### config.mk
export PLATFORM = sky130hd
export DESIGN_NAME = fp_mc_issue
export DESIGN_NICKNAME = d
export VERILOG_FILES = /design/src/rtl/fp_mc_pkg.sv /design/src/rtl/fp_mc_fifo.sv /design/src/rtl/fp_mc_issue.sv
export SDC_FILE = /design/constraint.sdc
export NUM_CORES = 1
export LEC_CHECK = 0
export ABC_CLOCK_PERIOD_IN_PS = 5600
export CAP_MARGIN = 5
export CORE_MARGIN = 2
export CORE_UTILIZATION = 54
export CTS_BUF_LIST = sky130_fd_sc_hd__clkbuf_8
export CTS_CLUSTER_DIAMETER = 50
export CTS_CLUSTER_SIZE = 40
export DETAILED_ROUTE_END_ITERATION = 8
export HOLD_SLACK_MARGIN = 0.06
export PLACE_DENSITY = 0.88
export SKIP_CTS_REPAIR_TIMING = 1
export SLEW_MARGIN = 20
export SYNTH_ARGS = -nofsm -noshare
export SYNTH_HDL_FRONTEND = slang
export SYNTH_HIERARCHICAL = 1
export SYNTH_SLANG_ARGS = --single-unit
### constraint.sdc
create_clock -name clk -period 5.6 [get_ports clk]
set_input_delay 1.12 -clock clk [delete_from_list [all_inputs] [get_ports clk]]
set_output_delay 1.12 -clock clk [all_outputs]
set_load 0.01 [all_outputs]
### src/rtl/fp_mc_pkg.sv
// Shared types for the multicycle FP issue slice: FSM encoding, widths, FIFO entry.
package fp_mc_pkg;

  localparam int DATA_W = 32;
  localparam int TAG_W  = 5;

  typedef enum logic [1:0] {
    IDLE  = 2'd0,
    ISSUE = 2'd1,
    CHECK = 2'd2,
    WAIT  = 2'd3
  } state_e;

  typedef struct packed {
    logic [DATA_W-1:0] operand;
    logic [TAG_W-1:0]  tag;
  } entry_t;

endpackage

### src/rtl/fp_mc_fifo.sv
// DEPTH-entry synchronous request FIFO; flush wins over push and pop in the same cycle.
module fp_mc_fifo
  import fp_mc_pkg::*;
#(
  parameter int DEPTH = 2
) (
  input  logic   clk,
  input  logic   rst,
  input  logic   push,
  input  logic   pop,
  input  logic   flush,
  input  entry_t push_data,
  output logic   full,
  output logic   empty,
  output entry_t head
);

  localparam int AW = (DEPTH > 1) ? $clog2(DEPTH) : 1;
  localparam int CW = $clog2(DEPTH + 1);

  logic [AW-1:0] wr_ptr_q, wr_ptr_d, rd_ptr_q, rd_ptr_d;
  logic [CW-1:0] count_q, count_d;
  entry_t        mem_q [DEPTH];
  entry_t        mem_d [DEPTH];
  logic          do_push, do_pop;

  assign full  = (count_q == CW'(DEPTH));
  assign empty = (count_q == '0);
  assign head  = mem_q[rd_ptr_q];

  always_comb begin
    do_push  = push && !full && !flush;
    do_pop   = pop && !empty && !flush;
    mem_d    = mem_q;
    wr_ptr_d = wr_ptr_q;
    rd_ptr_d = rd_ptr_q;
    count_d  = count_q;
    if (do_push) begin
      mem_d[wr_ptr_q] = push_data;
      wr_ptr_d        = wr_ptr_q + AW'(1);
    end
    if (do_pop) begin
      rd_ptr_d = rd_ptr_q + AW'(1);
    end
    case ({do_push, do_pop})
      2'b10:   count_d = count_q + CW'(1);
      2'b01:   count_d = count_q - CW'(1);
      default: count_d = count_q;
    endcase
    if (flush) begin
      wr_ptr_d = '0;
      rd_ptr_d = '0;
      count_d  = '0;
    end
  end

  always_ff @(posedge clk) begin
    if (rst) begin
      wr_ptr_q <= '0;
      rd_ptr_q <= '0;
      count_q  <= '0;
    end else begin
      wr_ptr_q <= wr_ptr_d;
      rd_ptr_q <= rd_ptr_d;
      count_q  <= count_d;
    end
  end

  // Storage needs no reset: the count alone decides what is valid.
  always_ff @(posedge clk) begin
    mem_q <= mem_d;
  end

endmodule

### src/rtl/fp_mc_issue.sv
// Issue sequencer for a multicycle FP unit: FIFO -> IDLE/ISSUE/CHECK/WAIT -> registered writeback.
// Optional watchdog timeout is built only when FP_MC_TIMEOUT_EN is defined.
module fp_mc_issue
  import fp_mc_pkg::*;
#(
  parameter int DEPTH          = 2,
  parameter int TIMEOUT_CYCLES = 16
) (
  input  logic              clk,
  input  logic              rst,
  input  logic              req_valid,
  output logic              req_ready,
  input  logic [DATA_W-1:0] req_operand,
  input  logic [TAG_W-1:0]  req_tag,
  input  logic              flush,
  output logic              unit_valid,
  output logic [DATA_W-1:0] unit_operand,
  input  logic              unit_halt,
  input  logic [DATA_W-1:0] unit_result,
  output logic              wb_valid,
  output logic [TAG_W-1:0]  wb_tag,
  output logic [DATA_W-1:0] wb_data,
  output logic              wb_err,
  output logic              busy
);

  state_e            state_q, state_d;
  logic              unit_valid_q, unit_valid_d;
  logic [DATA_W-1:0] operand_q, operand_d;
  logic [TAG_W-1:0]  tag_q, tag_d;
  logic              suppress_q, suppress_d;
  logic              wb_valid_q, wb_valid_d;
  logic [TAG_W-1:0]  wb_tag_q, wb_tag_d;
  logic [DATA_W-1:0] wb_data_q, wb_data_d;
  logic              wb_err_q, wb_err_d;
  logic              fifo_pop, fifo_full, fifo_empty, timeout;
  entry_t            fifo_head;

  fp_mc_fifo #(.DEPTH(DEPTH)) u_fifo (
    .clk       (clk),
    .rst       (rst),
    .push      (req_valid),
    .pop       (fifo_pop),
    .flush     (flush),
    .push_data ({req_operand, req_tag}),
    .full      (fifo_full),
    .empty     (fifo_empty),
    .head      (fifo_head)
  );

`ifdef FP_MC_TIMEOUT_EN
  localparam int WD_W = $clog2(TIMEOUT_CYCLES + 1);
  logic [WD_W-1:0] wd_q, wd_d;

  // Counts completed cycles in CHECK/WAIT; zero everywhere else.
  always_comb begin
    wd_d    = ((state_q == CHECK) || (state_q == WAIT)) ? wd_q + WD_W'(1) : '0;
    timeout = (wd_q == WD_W'(TIMEOUT_CYCLES));
  end

  always_ff @(posedge clk) begin
    if (rst) wd_q <= '0;
    else     wd_q <= wd_d;
  end
`else
  // No watchdog: the timeout term is a constant 0 and WAIT can last forever.
  assign timeout = (TIMEOUT_CYCLES < 0);
`endif

  // Handshakes: a request transfers on req_valid && req_ready; unit_valid is a
  // one-cycle start, and the unit result is taken on the first cycle after
  // the start where unit_halt is low.
  always_comb begin
    state_d      = state_q;
    unit_valid_d = 1'b0;
    operand_d    = operand_q;
    tag_d        = tag_q;
    suppress_d   = suppress_q | (flush && (state_q != IDLE));
    wb_valid_d   = 1'b0;
    wb_tag_d     = wb_tag_q;
    wb_data_d    = wb_data_q;
    wb_err_d     = 1'b0;
    fifo_pop     = 1'b0;
    case (state_q)
      IDLE: begin
        if (!fifo_empty && !flush) begin
          state_d      = ISSUE;
          fifo_pop     = 1'b1;
          unit_valid_d = 1'b1;
          operand_d    = fifo_head.operand;
          tag_d        = fifo_head.tag;
          suppress_d   = 1'b0;
        end
      end
      ISSUE: state_d = CHECK;
      CHECK, WAIT: begin
        if (!unit_halt) begin
          state_d    = IDLE;
          wb_valid_d = !suppress_d;
          wb_tag_d   = tag_q;
          wb_data_d  = unit_result;
        end else if (timeout) begin
          state_d    = IDLE;
          wb_valid_d = !suppress_d;
          wb_tag_d   = tag_q;
          wb_data_d  = '0;
          wb_err_d   = 1'b1;
        end else begin
          state_d = WAIT;
        end
      end
      default: state_d = IDLE;
    endcase
  end

  always_ff @(posedge clk) begin
    if (rst) begin
      state_q      <= IDLE;
      unit_valid_q <= 1'b0;
      operand_q    <= '0;
      tag_q        <= '0;
      suppress_q   <= 1'b0;
      wb_valid_q   <= 1'b0;
      wb_tag_q     <= '0;
      wb_data_q    <= '0;
      wb_err_q     <= 1'b0;
    end else begin
      state_q      <= state_d;
      unit_valid_q <= unit_valid_d;
      operand_q    <= operand_d;
      tag_q        <= tag_d;
      suppress_q   <= suppress_d;
      wb_valid_q   <= wb_valid_d;
      wb_tag_q     <= wb_tag_d;
      wb_data_q    <= wb_data_d;
      wb_err_q     <= wb_err_d;
    end
  end

  assign req_ready    = !fifo_full;
  assign unit_valid   = unit_valid_q;
  assign unit_operand = operand_q;
  assign wb_valid     = wb_valid_q;
  assign wb_tag       = wb_tag_q;
  assign wb_data      = wb_data_q;
  assign wb_err       = wb_err_q;
  assign busy         = (state_q != IDLE) || !fifo_empty;

endmodule
==> metrics.csv, run 1 <==
stage,metric,value,unit
flow_run,drv_cap,0,
floorplan,start_util,55.0,%
logic_synthesis,synthDistinctLibCells,29,
logic_synthesis,synthSimpleGateAreaFrac,11.7,%
cells_and_area,final_cell_mix,"nand2_1, clkdlybuf4s50_1, dfxtp_1",
logic_synthesis,synth-seq-cells,157,
detailed_routing,drt_wl_total,12000,µm
cells_and_area,nNetsFinal,700,
cells_and_area,stdcell_count,774,
detailed_routing,wire_per_inst,15.5,µm
placed_design,numPortBuffers,146,
critical_path,r2r_slack,2.66,ns
critical_path,crit_required,5.97,ns
clocking,htreeDepth,4,
clocking,path_clk_slew,0.08,ns
power,worst_ir_drop_vdd,0.000159,V
logic_synthesis,synth-compound-area-share,8.13,%
global_routing,antenna_found_initial,0,
clocking,cts_root_buffer,clkbuf_8,
critical_path,slowest_stage,clkdlybuf4s50_1,
timing,fin_setup_tns,0,ns
timing,hold_viol,0,
timing,rsz0062_at_grt,false,
critical_path,critical_path_class,in -> reg,
logic_synthesis,synthArstFlopShare,0,%
power,p_total,2.20,mW
logic_synthesis,synth_top_cell_by_area,edfxtp_1,
logic_synthesis,synth_mux_area_share,7.40,%
critical_path,crit_path_max_incr_delay,0.51,ns
detailed_routing,drt-vias-per-instance,5.08,
logic_synthesis,synth_nets,561,
critical_path,cp_cell_sequence,clkdlybuf4s50_1 -> or4_1 -> inv_2 -> o21ai_0 -> nor2_1 -> ha_1 -> or3_1 -> a21oi_1,
placed_design,globalplace.congestion,0.871,
cells_and_area,drive_gt1_share,13.9,%
cells_and_area,area_growth,34.8,%
detailed_routing,drtPass1Iterations,4,
critical_path,worstPathMaxFanout,38,
timing,timing.final.max_slew_violations,0,
logic_synthesis,yosys-top-cells-area,"edfxtp_1, dfxtp_1, nand2_1",
critical_path,critPathCaptureType,flip-flop,
clocking,cts.sinks,157,
timing,min_period,3.58,ns
detailed_routing,drcViolationCount,0,
logic_synthesis,avgSynthCellArea,11.6,µm²
detailed_routing,detail-route-antenna-nets,0,
logic_synthesis,netlist.area_leader.share,39.5,%
timing,min_period_over_period,64.0,%
logic_synthesis,synth_edf_count,74,
placed_design,placed_cells,741,
timing,slew_headroom,24.1,%
cells_and_area,diodes,0,
logic_synthesis,yosys_warnings,6,
timing,tightest_slew,1.14,ns
power,power.density,290,nW/µm²
floorplan,row_count,37,
logic_synthesis,synth_xor_area_share,0.467,%
critical_path,start_kind,input pin,
floorplan,boundaryPins,148,
floorplan,die-area,11300,µm²
clocking,cts_tree,done,
global_routing,grt_max_degree,81,
detailed_routing,vias,3930,
clocking,cts.path.max_buffers,2,
min_path,hp-class,reg -> reg,
global_routing,track_usage,21.6,%
logic_synthesis,synth_fa_ha_area_share,0.222,%
floorplan,core,10200,µm²
critical_path,critPathArrivalTime,3.95,ns
logic_synthesis,synthesis.area,5630,µm²
cells_and_area,mostFrequentLayoutCell,nand2_1,
timing,setup_viol,0,
timing,finalClockSkew,0.0131,ns
status,status,"complete, no violations",
floorplan,die_w,106,µm
logic_synthesis,ys.flop_type,dfxtp_1,
global_routing,grt_first_pass_wirelength,18900,µm
floorplan,die_y,106,µm
power,power.leakage,2.49,nW
timing,hold-worst-slack,0.451,ns
global_routing,grt_pass1_vias,3920,
logic_synthesis,yosysSeqAreaShare,69.0,%
timing,clock.fmax,279,MHz
placed_design,hpwl,7840,µm
detailed_routing,drtIter0Drc,234,
logic_synthesis,syn_inst,486,
clocking,insertion_delay,0.43,ns
clocking,cts_buffers,17,
global_routing,grt-ovfl-total,0,
logic_synthesis,synth_top_family_by_area,simple AND/OR/NAND/NOR gates,
metrics by stage:
stage	cell area [µm²]	utilization [%]	setup WS [ns]
finish	7590	74.2	2.02
global route	7590	74.2	1.88
CTS	7560	73.9	2.04
detailed placement	7150	69.9	1.60
global placement	7150	69.9	1.76
floorplan	5630	-	2.29
area by class of cell:
cell class / count / area (µm²)
sequential: 157 / 3880
fill: 685 / 2640
multi-input combinational: 294 / 1600
timing repair buffer: 151 / 1510
clock buffer: 19 / 262
tap: 136 / 170
clock inverter: 13 / 148
inverter: 4 / 15.0
Yosys cell counts, drive strengths merged, types with 2 or more instances:
| master | count |
|---|---|
| buf | 12 |
| inv | 4 |
| o21ai | 3 |
| nand2b | 3 |
| nand2 | 150 |
| edfxtp | 74 |
| a21oi | 78 |
| xor2 | 2 |
| dfxtp | 83 |
| clkbuf | 19 |
| mux2 | 37 |
| nor2 | 9 |
report_power, final:
group          switching (mW)  leakage, nW  total, mW  internal, mW
Combinational          0.0529        0.933      0.123        0.0704
Sequential            0.00783         1.35       1.23          1.22
Clock                   0.390        0.211      0.849         0.459
Total                   0.451         2.49       2.20          1.75
routing by layer:
layer / GRT usage [%] / vias up / wire, µm
li1: - / 1927 / -
met1: 24.0 / 1849 / 4760
met2: 38.9 / 133 / 6300
met3: 6.19 / 21 / 676
met4: 8.36 / 0 / 243
met5: 0 / - / 0
path summary, 6_finish.rpt:
path | to | start | cells past startpoint
worst min register to register | wb_tag[0]$_SDFFE_PP0P_ | tag_q[0]$_SDFFE_PP0P_ | 2
worst max register to register | u_fifo/count_q[1]$_SDFFE_PP0P_ | u_fifo/count_q[0]$_SDFFE_PP0P_ | 8
worst min-delay path | wb_tag[0]$_SDFFE_PP0P_ | tag_q[0]$_SDFFE_PP0P_ | 2
worst max-delay path | u_fifo/count_q[1]$_SDFFE_PP0P_ | flush | 8
state kept, by name, summed over array words and instances, names as in the netlist:
signal	count
wb_valid	1
unit_valid	1
u_fifo/wr_ptr_q	1
wb_data	32
u_fifo/count_q	2
unit_operand	32
tag_q	5
state_q	2
u_fifo/mem_q	74
suppress_q	1
wb_tag	5
u_fifo/rd_ptr_q	1
worst max-delay path, delay by kind of cell:
kind                     cells  cell delay [ns]
AO/OA/AOI/OAI                2             0.46
adder cells (fa/ha/maj)      1             0.30
AND/OR/NAND/NOR              3             1.05
buffers and inverters        2             1.02
kinds of logic after synthesis:
| family | Yosys count |
|---|---|
| AOI/OAI and AO/OA | 83 |
| xor gates and xnor gates | 3 |
| adders and majority gates | 1 |
| buffers and inverters | 35 |
| DFF | 157 |
| muxes | 37 |
| other | 1 |
| and+or+nand+nor | 169 |
No activity file was read; power rests on OpenSTA's default activity.
==> inputs of run 2 (changes only) <==
ABC_CLOCK_PERIOD_IN_PS = 3370   (was 5600)
CORE_UTILIZATION = 50   (was 54)
PLACE_DENSITY = 0.82   (was 0.88)
clock period = 3.37 ns   (was 5.6 ns; I/O delays follow)
==> run 2 against run 1 <==
- total power grew 68%
- die area grew 7.7%
- wire length shrank 1.9%
- first-iteration DRC count grew 2.1%
- final cell count grew 0.78%
- via count grew 0.31%
- sequential cell count is the same
- hold slack is essentially flat
- critical path type unchanged
==> metrics.csv, run 2 (synthesized netlist as in run 1, its figures left out) <==
stage,metric,value,unit,change
status,status,"complete, no violations",,
power,worst_ir_drop_vdd,0.000315,V,+99%
critical_path,critPathCaptureType,flip-flop,,
floorplan,row_count,38,,+2.7%
timing,fin_setup_tns,0,ns,unchanged
floorplan,die_y,110,µm,+3.8%
detailed_routing,vias,3942,,+0.31%
placed_design,globalplace.congestion,0.766,,-12%
critical_path,r2r_cells,8,,unchanged
timing,finalClockSkew,0.0114,ns,-0.00176 ns
timing,clock.fmax,409,MHz,
detailed_routing,detail-route-antenna-nets,0,,unchanged
critical_path,r2r_start,u_fifo/count_q[0]$_SDFFE_PP0P_,,
timing,tightest_slew,0.958,ns,-0.178 ns
cells_and_area,area_growth,35.7,%,
cells_and_area,mostFrequentLayoutCell,nand2_1,,
critical_path,crit_required,3.74,ns,-2.23 ns
floorplan,core,10900,µm²,+6.9%
timing,min_period,2.45,ns,
critical_path,r2r_end,u_fifo/count_q[1]$_SDFFE_PP0P_,,
global_routing,antenna_found_initial,0,,unchanged
placed_design,numPortBuffers,146,,unchanged
timing,timing.final.max_slew_violations,0,,unchanged
critical_path,worstPathMaxFanout,7,,-82%
cells_and_area,drive_gt1_share,14.1,%,+0.11 points
placed_design,post-place-ws,0.507,ns,-1.09 ns
detailed_routing,drt_wl_total,11700,µm,-1.9%
min_path,hold_start,tag_q[0]$_SDFFE_PP0P_,,
cells_and_area,nNetsFinal,702,,+0.29%
timing,hold_viol,0,,unchanged
clocking,cts.path.max_buffers,2,,unchanged
global_routing,grt-ovfl-total,0,,unchanged
timing,slew_headroom,36.1,%,+12 points
clocking,cts.sinks,157,,unchanged
detailed_routing,drt-vias-per-instance,5.05,,-0.47%
critical_path,start_kind,input pin,,
power,power.density,485,nW/µm²,+67%
detailed_routing,wire_per_inst,15.1,µm,-2.7%
floorplan,start_util,51.5,%,-3.5 points
timing,setup_viol,0,,unchanged
global_routing,grt_max_degree,51,,-37%
clocking,cts_tree,done,,
clocking,cts_buffers,17,,unchanged
min_path,whs_path_depth,2,,unchanged
timing,fin_ws,0.924,ns,-1.09 ns
cells_and_area,diodes,0,,unchanged
cells_and_area,largest_register,u_fifo/mem_q,,
power,p_total,3.71,mW,+68%
cells_and_area,final_cell_mix,"nand2_1, clkdlybuf4s50_1, dfxtp_1",,
power,power.leakage,2.51,nW,+0.77%
floorplan,die_w,110,µm,+3.8%
cells_and_area,largest_register_ff_count,74,,unchanged
cells_and_area,utilization,69.9,%,-4.3 points
flow_run,drv_cap,0,,unchanged
floorplan,boundaryPins,148,,unchanged
detailed_routing,drtIter0Drc,239,,+2.1%
timing,rsz0062_at_grt,false,,
detailed_routing,drtPass1Iterations,4,,unchanged
floorplan,die-area,12100,µm²,+7.7%
placed_design,hpwl,7710,µm,-1.7%
min_path,whs_endpoint,wb_tag[0]$_SDFFE_PP0P_,,
critical_path,critPathArrivalTime,2.81,ns,-1.14 ns
global_routing,track_usage,19.8,%,-1.7 points
global_routing,grt_first_pass_wirelength,18100,µm,-4.0%
detailed_routing,drcViolationCount,0,,unchanged
min_path,hp-class,reg -> reg,,
clocking,insertion_delay,0.43,ns,about the same
critical_path,r2r_slack,1.12,ns,-1.54 ns
timing,min_period_over_period,72.6,%,
clocking,cts_root_buffer,clkbuf_8,,
clocking,htreeDepth,4,,unchanged
critical_path,critical_path_class,in -> reg,,
clocking,path_clk_slew,0.08,ns,about the same
global_routing,grt_pass1_vias,3960,,+1.0%
## run 2: changes by cell type in the layout (fill, tap and decap cells not counted), sizes merged
cell / change
buf: +2
clkinv: +2
inv: -2
bufinv: +1
clkbuf: -1
## run 2: final cells by class
| class | count | area (µm²) |
|---|---|---|
| Clock buffer | 18 | 248 |
| Clock inverter | 14 | 178 |
| Fill cell | 829 | 3290 |
| Inverter | 4 | 15.0 |
| Multi-Input combinational cell | 294 | 1600 |
| Sequential cell | 157 | 3880 |
| Tap cell | 140 | 175 |
| Timing Repair Buffer | 153 | 1550 |
## run 2: report_power, final
part	switching [mW]	total [mW]	internal (mW)
Combinational	0.0880	0.209	0.121
Clock	0.639	1.45	0.815
Sequential	0.0127	2.05	2.03
Total	0.740	3.71	2.97
## run 2: worst max path at each step
| stage | start | end | slack (ns) | depth (start not counted) |
|---|---|---|---|---|
| 2_1_floorplan | flush | u_fifo/mem_q[0]$_DFFE_PP_ | 0.50 | 2 |
| 3_3_place_gp | flush | u_fifo/count_q[1]$_SDFFE_PP0P_ | 0.61 | 8 |
| 3_5_place_dp | flush | u_fifo/count_q[1]$_SDFFE_PP0P_ | 0.51 | 8 |
| 4_1_cts | u_fifo/count_q[0]$_SDFFE_PP0P_ | req_ready | 0.96 | 4 |
| 5_1_grt | flush | u_fifo/count_q[1]$_SDFFE_PP0P_ | 0.85 | 8 |
| 6_report | flush | u_fifo/count_q[1]$_SDFFE_PP0P_ | 0.92 | 8 |
## run 2: per-layer routing
metal	vias to the layer above	global-route usage [%]	wire [µm]
met2	120	34.7	5940
met3	16	5.82	734
li1	1929	-	-
met5	-	0	0
met4	0	7.59	183
met1	1877	23.0	4880
## run 2: metrics by stage
stage / std cells / area (µm²) / hold slack [ns]
after CTS: 780 / 7640 / 0.452
final: 780 / 7640 / 0.451
after detailed placement: 748 / 7220 / 0.440
after global placement: 748 / 7220 / 0.432
after floorplan: 486 / 5630 / 0.415
after global routing: 780 / 7640 / 0.477
## run 2: worst max-delay path, cell delays in order
cell and delay (ns):
clkdlybuf4s50_1 0.50, or4_1 0.47, inv_2 0.08, o21ai_0 0.15
nor2_1 0.13, ha_1 0.27, or3_1 0.37, a21oi_1 0.15
